File: config.mk
export PLATFORM = sky130hd
export DESIGN_NAME = store_trace_buffer
export DESIGN_NICKNAME = d
export VERILOG_FILES = /design/src/rtl/store_trace_pkg.sv /design/src/rtl/sync_fifo.sv /design/src/rtl/store_trace_buffer.sv
export SDC_FILE = /design/constraint.sdc
export NUM_CORES = 1
export LEC_CHECK = 0
export ABC_CLOCK_PERIOD_IN_PS = 11600
export CORE_MARGIN = 5
export CORE_UTILIZATION = 43
export CTS_BUF_LIST = sky130_fd_sc_hd__clkbuf_16
export DETAILED_ROUTE_END_ITERATION = 16
export PLACE_DENSITY = 0.62
export SYNTH_ARGS = -nofsm -noshare
export SYNTH_HDL_FRONTEND = slang
export SYNTH_SLANG_ARGS = --single-unit
File: constraint.sdc
create_clock -name clk -period 11.6 [get_ports clk]
set_input_delay 2.9 -clock clk [delete_from_list [all_inputs] [get_ports clk]]
set_output_delay 2.9 -clock clk [all_outputs]
set_load 0.02 [all_outputs]
File: src/rtl/store_trace_pkg.sv
// Shared types and constants for the store trace buffer.
// trace_entry_t is the default-width view of one captured store.
package store_trace_pkg;

  localparam int DEF_DEPTH  = 8;
  localparam int DEF_ADR_W  = 32;
  localparam int DEF_DATA_W = 32;
  localparam int DEF_SEQ_W  = 16;

  localparam logic [7:0] DROP_CNT_MAX = 8'd255;

  typedef struct packed {
    logic [DEF_SEQ_W-1:0]  seq;
    logic [DEF_ADR_W-1:0]  adr;
    logic [DEF_DATA_W-1:0] data;
  } trace_entry_t;

endpackage

File: src/rtl/sync_fifo.sv
// Synchronous FIFO with registered storage, natural-wrap pointers and an
// occupancy counter that alone decides full/empty.
module sync_fifo #(
  parameter int DEPTH = 8,
  parameter int WIDTH = 80
) (
  input  logic                     clk,
  input  logic                     reset,
  input  logic                     push,
  input  logic                     pop,
  input  logic [WIDTH-1:0]         wdata,
  output logic [WIDTH-1:0]         rdata,
  output logic [$clog2(DEPTH):0]   count,
  output logic                     full,
  output logic                     empty
);

  localparam int PW = $clog2(DEPTH);

  logic [WIDTH-1:0] mem_q [DEPTH];
  logic [PW-1:0]    wr_ptr_q;
  logic [PW-1:0]    rd_ptr_q;
  logic [PW:0]      count_q;
  logic [PW:0]      count_d;
  logic             do_push_s;
  logic             do_pop_s;

  assign empty     = (count_q == '0);
  assign full      = (count_q == (PW+1)'(DEPTH));
  assign do_pop_s  = pop & ~empty;
  assign do_push_s = push;
  assign count     = count_q;
  assign rdata     = mem_q[rd_ptr_q];

  // Occupancy next state
  always_comb begin
    count_d = count_q;
    if (do_push_s && !do_pop_s) begin
      count_d = count_q + (PW+1)'(1);
    end else if (do_pop_s && !do_push_s) begin
      count_d = count_q - (PW+1)'(1);
    end else begin
      count_d = count_q;
    end
  end

  // Storage is cleared too so the head is never X once reset has been seen
  always_ff @(posedge clk) begin
    if (reset) begin
      for (int i = 0; i < DEPTH; i++) begin
        mem_q[i] <= '0;
      end
      wr_ptr_q <= '0;
      rd_ptr_q <= '0;
      count_q  <= '0;
    end else begin
      if (do_push_s) begin
        mem_q[wr_ptr_q] <= wdata;
        wr_ptr_q        <= wr_ptr_q + PW'(1);
      end
      if (do_pop_s) begin
        rd_ptr_q <= rd_ptr_q + PW'(1);
      end
      count_q <= count_d;
    end
  end

endmodule

File: src/rtl/store_trace_buffer.sv
// Captures data-memory stores with a sequence number into a FIFO drained over
// valid/ready; drops on overflow. Optional address filter: STORE_TRACE_FILTER_EN.
module store_trace_buffer
  import store_trace_pkg::*;
#(
  parameter int               DEPTH     = DEF_DEPTH,
  parameter int               ADR_W     = DEF_ADR_W,
  parameter int               DATA_W    = DEF_DATA_W,
  parameter int               SEQ_W     = DEF_SEQ_W,
  parameter logic [ADR_W-1:0] FILT_BASE = '0,
  parameter logic [ADR_W-1:0] FILT_MASK = '0
) (
  input  logic                   clk,
  input  logic                   reset,
  input  logic                   mem_write,
  input  logic [ADR_W-1:0]       data_adr,
  input  logic [DATA_W-1:0]      write_data,
  output logic                   out_valid,
  input  logic                   out_ready,
  output logic [ADR_W-1:0]       out_adr,
  output logic [DATA_W-1:0]      out_data,
  output logic [SEQ_W-1:0]       out_seq,
  output logic [$clog2(DEPTH):0] count,
  output logic                   overflow,
  output logic [7:0]             drop_cnt
);

  typedef struct packed {
    logic [SEQ_W-1:0]  seq;
    logic [ADR_W-1:0]  adr;
    logic [DATA_W-1:0] data;
  } entry_t;

  logic [SEQ_W-1:0] seq_q;
  logic [SEQ_W-1:0] seq_d;
  logic             overflow_q;
  logic             overflow_d;
  logic [7:0]       drop_cnt_q;
  logic [7:0]       drop_cnt_d;
  logic             filt_pass_s;
  logic             qualify_s;
  logic             pop_s;
  logic             push_s;
  logic             drop_s;
  logic             full_s;
  logic             empty_s;
  entry_t           wr_entry_s;
  entry_t           head_s;

`ifdef STORE_TRACE_FILTER_EN
  assign filt_pass_s = ((data_adr & FILT_MASK) == FILT_BASE);
`else
  logic unused_filt_s;
  assign filt_pass_s   = 1'b1;
  assign unused_filt_s = ^{FILT_BASE, FILT_MASK};
`endif

  // A full FIFO still accepts a store when the head leaves on the same edge
  assign qualify_s = mem_write & filt_pass_s;
  assign pop_s     = ~empty_s & out_ready;
  assign push_s    = qualify_s & (~full_s | pop_s);
  assign drop_s    = qualify_s & full_s & ~pop_s;

  assign wr_entry_s = '{seq: seq_q, adr: data_adr, data: write_data};

  sync_fifo #(
    .DEPTH (DEPTH),
    .WIDTH ($bits(entry_t))
  ) u_fifo (
    .clk   (clk),
    .reset (reset),
    .push  (push_s),
    .pop   (pop_s),
    .wdata (wr_entry_s),
    .rdata (head_s),
    .count (count),
    .full  (full_s),
    .empty (empty_s)
  );

  assign out_valid = ~empty_s;
  assign out_adr   = head_s.adr;
  assign out_data  = head_s.data;
  assign out_seq   = head_s.seq;
  assign overflow  = overflow_q;
  assign drop_cnt  = drop_cnt_q;

  // Sequence advances on every qualifying store, kept or dropped
  always_comb begin
    seq_d      = seq_q;
    overflow_d = overflow_q;
    drop_cnt_d = drop_cnt_q;
    if (qualify_s) begin
      seq_d = seq_q + SEQ_W'(1);
    end else begin
      seq_d = seq_q;
    end
    if (drop_s) begin
      overflow_d = 1'b1;
      if (drop_cnt_q != DROP_CNT_MAX) begin
        drop_cnt_d = drop_cnt_q + 8'd1;
      end else begin
        drop_cnt_d = drop_cnt_q;
      end
    end else begin
      overflow_d = overflow_q;
      drop_cnt_d = drop_cnt_q;
    end
  end

  // Tag and drop-status registers
  always_ff @(posedge clk) begin
    if (reset) begin
      seq_q      <= '0;
      overflow_q <= 1'b0;
      drop_cnt_q <= 8'd0;
    end else begin
      seq_q      <= seq_d;
      overflow_q <= overflow_d;
      drop_cnt_q <= drop_cnt_d;
    end
  end

endmodule

After elaboration in Yosys (flattened, before gate mapping)
Memories as Yosys holds them, arrays and structs flattened. A register that Yosys moved wholly into a read port is not among the register bits.
Cells that the tools add are included.
{"block": "word_totals", "regBits": 35, "mem_bits_rw": 640, "in_bits": 68, "output_inout_bits": 94, "wordCells": 44, "mem_count": 1}
{"memory": "u_fifo.mem_q", "words": 8, "word_bits": 80, "rd": 1, "rd_ports_with_merged_regs": 1, "wr": 8, "line": "sync_fifo.sv:20", "text": "logic [WIDTH-1:0] mem_q [DEPTH];"}
{"block": "op_classes", "add_sub_neg": 6, "eq_ne": 2, "muxes": 12, "bitwise_logic": 9, "n_reduce_logical": 8}
{"operator": "$mux W80", "count": 1}
{"operator": "$reduce_or A80 Y1", "count": 1}
{"operator": "$add A16 B1 Y16 const B", "count": 1}
{"operator": "$mux W3", "count": 3}
{"operator": "$add A8 B1 Y8 const B", "count": 1}
{"operator": "$mux W4", "count": 2}
{"operator": "$ne A8 B8 Y1 const B", "count": 1}
{"operator": "$add A3 B1 Y3 const B", "count": 2}
{"operator": "$mux W1", "count": 6}
{"operator": "$and A1 B1 Y1", "count": 5}
{"operator": "$add A4 B1 Y4 const B", "count": 1}
{"operator": "$eq A4 B4 Y1 const B", "count": 1}
{"operator": "$logic_not A4 Y1", "count": 1}
{"operator": "$sub A4 B1 Y4 const B", "count": 1}
{"operator": "$not A1 Y1", "count": 3}
{"operator": "$logic_and A1 B1 Y1", "count": 2}
{"operator": "$logic_not A1 Y1", "count": 2}
{"operator": "$reduce_and A2 Y1", "count": 1}
{"operator": "$reduce_bool A2 Y1", "count": 1}
{"operator": "$or A1 B1 Y1", "count": 1}

Longest topological paths before layout
{"block": "depth", "ltp_word": 10, "depth_mapped": 12, "mapped_depth_nobuf": 10}

Modules after synthesis
A second synthesis with hierarchy kept.
{"block": "hier_totals", "hier_cells": 1842, "area_unflattened_um2": 30200.2}
{"mod": "sync_fifo", "instances": 1, "cells_each": 1709, "area_per_inst_um2": 28999.1, "seq_area_each_um2": 19478.7}
{"mod": "store_trace_buffer", "instances": 1, "cells_each": 133, "area_per_inst_um2": 1201.2, "seq_area_each_um2": 500.5}

Least setup slack after synthesis
Ideal clock, no wire load.
{"block": "synth_timing", "path_kind": "input-to-reg", "from": "in reset", "to": "mem u_fifo.mem_q[4][0], enable pin", "setup_time_ns": 0.629, "arrival_time_ns": 9.094, "t_required_ns": 10.971, "setup_slack_ns": 1.877, "stages": 3, "path_buffers": 1, "cell_sequence": "clkbuf_1 or3_1 o21ai_0"}
{"item": "start, declared", "line": "store_trace_buffer.sv:14", "text": "input logic reset,"}
{"item": "end, declared", "line": "sync_fifo.sv:20"}

==> results.yml <==
pwr:
  power_frac_clock_pct: 33.3
  p_leak_nw: 12.2
  p_comb_share_pct: 23.0
  cellPowerDensity_nw_per_um2: 192
  power.share.switching_pct: 27.1
  internal_power_mw: 4.89
  p_sw_mw: 1.82
  power.share.sequential_pct: 43.7
  vdd_ir_drop_max_mv: 0.100
drt:
  ant_nets: 0
  dr.pass1.iters: 5
  drcViolationCount: 0
  via_per_inst: 5.38
  wl_per_cell_um: 23.8
  vias: 16100
  drt-initial-drc-count: 1257
  wl_mm: 71.3
final_layout:
  final_nets: 2069
  utilization_pct: 50.2
  instances_no_fill: 2993
  area_growth_pct: 16.2
  drive_above_1_share_pct: 19.4
synth:
  ys_ff_latch: 678
  syn_avg_cell_area_um2: 16.1
  synth_area_um2: 30100
  synth_common_cells: "640 x edfxtp_1, 600 x and2_1, 160 x mux4_2, 108 x clkbuf_1, 83 x mux2_2"
  synthTopCellsByArea: "edfxtp_1 64%, and2_1 12%, mux4_2 12%"
  synthFlopType: "edfxtp_1"
  synth.yosys.seq_area_share_pct: 66.4
  syn-instance-count: 1866
  synth_top_area_share_pct: 63.9
  synth_simple_gate_area_share_pct: 14.8
  synthesis.nets: 1942
  synthDistinctLibCells: 40
  synth_top_family_by_area: "multiplexers"
  yosysMostFrequentCell: "edfxtp_1"
  synth-compound-area-share_pct: 0.753
  synth-xor-area-share_pct: 0.495
  yosysTopAreaCell: "edfxtp_1"
  synth_edf_count: 640
  synth_warnings: 0
  synthMuxAreaShare_pct: 15.2
  async_reset_ff_share_pct: 0
  synthAdderAreaFrac_pct: 0.358
clocking:
  cts.sinks: 678
  cts-resized-gates: 0
  root_buffer: "clkbuf_16"
  cts_setup_buffers: 0
  holdBufCountCts: 0
  clkSlewWorstSetupHoldPaths_ns: 0.06
  clockBufferDepth: 3
  numCtsBuffers: 74
  clkLatencyLatePin_ns: 0.62
  cts_tree: "built"
  htreeDepth: 3
hold_path:
  min_from: "overflow"
  hold_path_class: "reg2reg"
  hold-path-cell-count: 2
  hold_path_end: "overflow"
placed_design:
  place.detailed.hpwl_mm: 37.2
  routabilityCongestion: 0.725
  io_buffers: 161
  dp.cells: 2857
  dp_slack_ns: 4.67
timing:
  fin_crit_ns: 6.79
  fmax_mhz: 147
  worst_pin_slew_ns: 1.21
  setup_viol: 0
  finalMaxSlewViolations: 0
  fin_tns_setup_ns: 0
  finalHoldViolations: 0
  grt_setup_unrepaired: "no"
  fin_ws_ns: 4.81
  period_share_pct: 58.6
  skew_ns: 0.0327
  relSlewSlack_pct: 19.1
setup_path:
  cp.required_ns: 8.70
  startpoint_type: "flop"
  crit_type: "reg2out"
  cp_max_fo: 47
  worst-r2r-cell-count: 5
  reg2reg_slack_ns: 7.83
  cp.arrival_ns: 3.89
  r2r_end: "u_fifo.mem_q[7][40]"
  endpoint_kind: "output port"
  reg2reg_from: "u_fifo.wr_ptr_q[2]"
grt:
  grt_first_pass_wirelength_mm: 107
  grt_max_degree: 114
  first_global_vias: 17100
  grt-ovfl-total: 0
  track_usage_pct: 18.9
  antenna_found_initial: 6
floorplan:
  die_h_um: 275
  start_util_pct: 43.2
  die_x_um: 275
  num_io_pins: 162
  core_region_area_um2: 69700
  rows: 97
  die-area_um2: 75400
run:
  drv_cap: 0
status:
  status: "finished clean"
[per-layer routing]
layer	track usage, %	vias up	share of wire (%)
li1	-	7205	-
met1	25.2	8392	42
met2	32.7	396	51
met3	3.07	96	4.8
met4	4.62	4	1.7
met5	0	-	0.035
[state kept, by name (all words and copies together) (netlist names), named ones only]
signal           flops
u_fifo.rd_ptr_q      3
overflow             1
u_fifo.count         4
u_fifo.wr_ptr_q      3
drop_cnt             8
seq_q               16
u_fifo.mem_q       640
[how the worst max path moves through the flow]
stage | from | end | slack, ns | depth (start not counted)
after global placement | reset | u_fifo.mem_q[7][40] | 4.81 | 7
after detailed placement | reset | u_fifo.mem_q[7][40] | 4.67 | 7
after floorplan | reset | u_fifo.mem_q[4][0] | 1.88 | 3
after global routing | flop | out_seq[1] | 4.48 | 4
after CTS | flop | out_seq[0] | 4.64 | 4
final | flop | out_seq[1] | 4.81 | 4
[logic make-up (layout without fill, tap and decap cells)]
group                      count (synthesis)  in the layout
DFF                                      678            678
adders and majority gates                  8              8
xor gates and xnor gates                  17             17
other                                      0              3
AOI/OAI and AO/OA                         33             33
buffers and inverters                    146            330
muxes                                    248            248
and+or+nand+nor                          736            736
[area by class of cell]
type / instances / area (um2)
Clock buffer: 76 / 1900
Clock inverter: 57 / 388
Timing Repair Buffer: 189 / 1830
Multi-Input combinational cell: 1042 / 9650
Antenna cell: 3 / 7.51
Fill cell: 5809 / 34700
Sequential cell: 678 / 20000
Inverter: 8 / 30.0
Tap cell: 940 / 1180
[stage by stage]
| step | area (um2) | hold slack [ns] | total power [mW] |
|---|---|---|---|
| 4_1_cts | 35000 | 0.475 | 6.80 |
| 6_report | 35000 | 0.468 | 6.70 |
| 5_1_grt | 35000 | 0.505 | 6.99 |
| 2_1_floorplan | 30100 | 0.475 | 3.97 |
| 3_5_place_dp | 32700 | 0.460 | 4.56 |
| 3_3_place_gp | 32700 | 0.461 | 4.54 |
[cell usage in the layout, fill, tap and decap left out, types with 3 or more instances in the layout]
cell type and instances:
nor2_1 33, mux2i_1 5, inv_6 4, dfxtp_4 3, nor3_1 22, dfxtp_1 35
xor2_1 7, clkbuf_16 76, a21oi_1 11, or3_1 5, nor4_1 25, nand3_1 12
clkdlybuf4s50_1 161, o31ai_1 3, inv_1 18, mux2_2 83, ha_1 7, o211ai_1 3
clkinv_1 19, edfxtp_1 640, nand4_1 5, buf_4 27, nor3_4 4, and2_1 600
mux4_2 160, inv_2 3, o21ai_0 4, nand2_1 12, nor2_4 4, or4_1 3
bufinv_16 4, nor2b_1 3, or2_4 4, o21ai_4 5, clkinv_2 13, xnor2_1 10
diode_2 3
[power by group through the flow]
stage	combinational [mW]	sequential (mW)	clock [mW]
2_1_floorplan	1.05	2.92	0
3_3_place_gp	1.57	2.97	0
3_5_place_dp	1.58	2.99	0
4_1_cts	1.58	2.93	2.29
5_1_grt	1.65	2.95	2.39
6_report	1.54	2.93	2.23
[worst max-delay path: stages (launching register included)]
cell	delay (ns)
dfxtp_4	0.83
buf_4	0.86
mux4_2	0.62
mux2_2	0.32
clkdlybuf4s50_1	0.56
No activity file was read; power rests on OpenSTA's default activity.
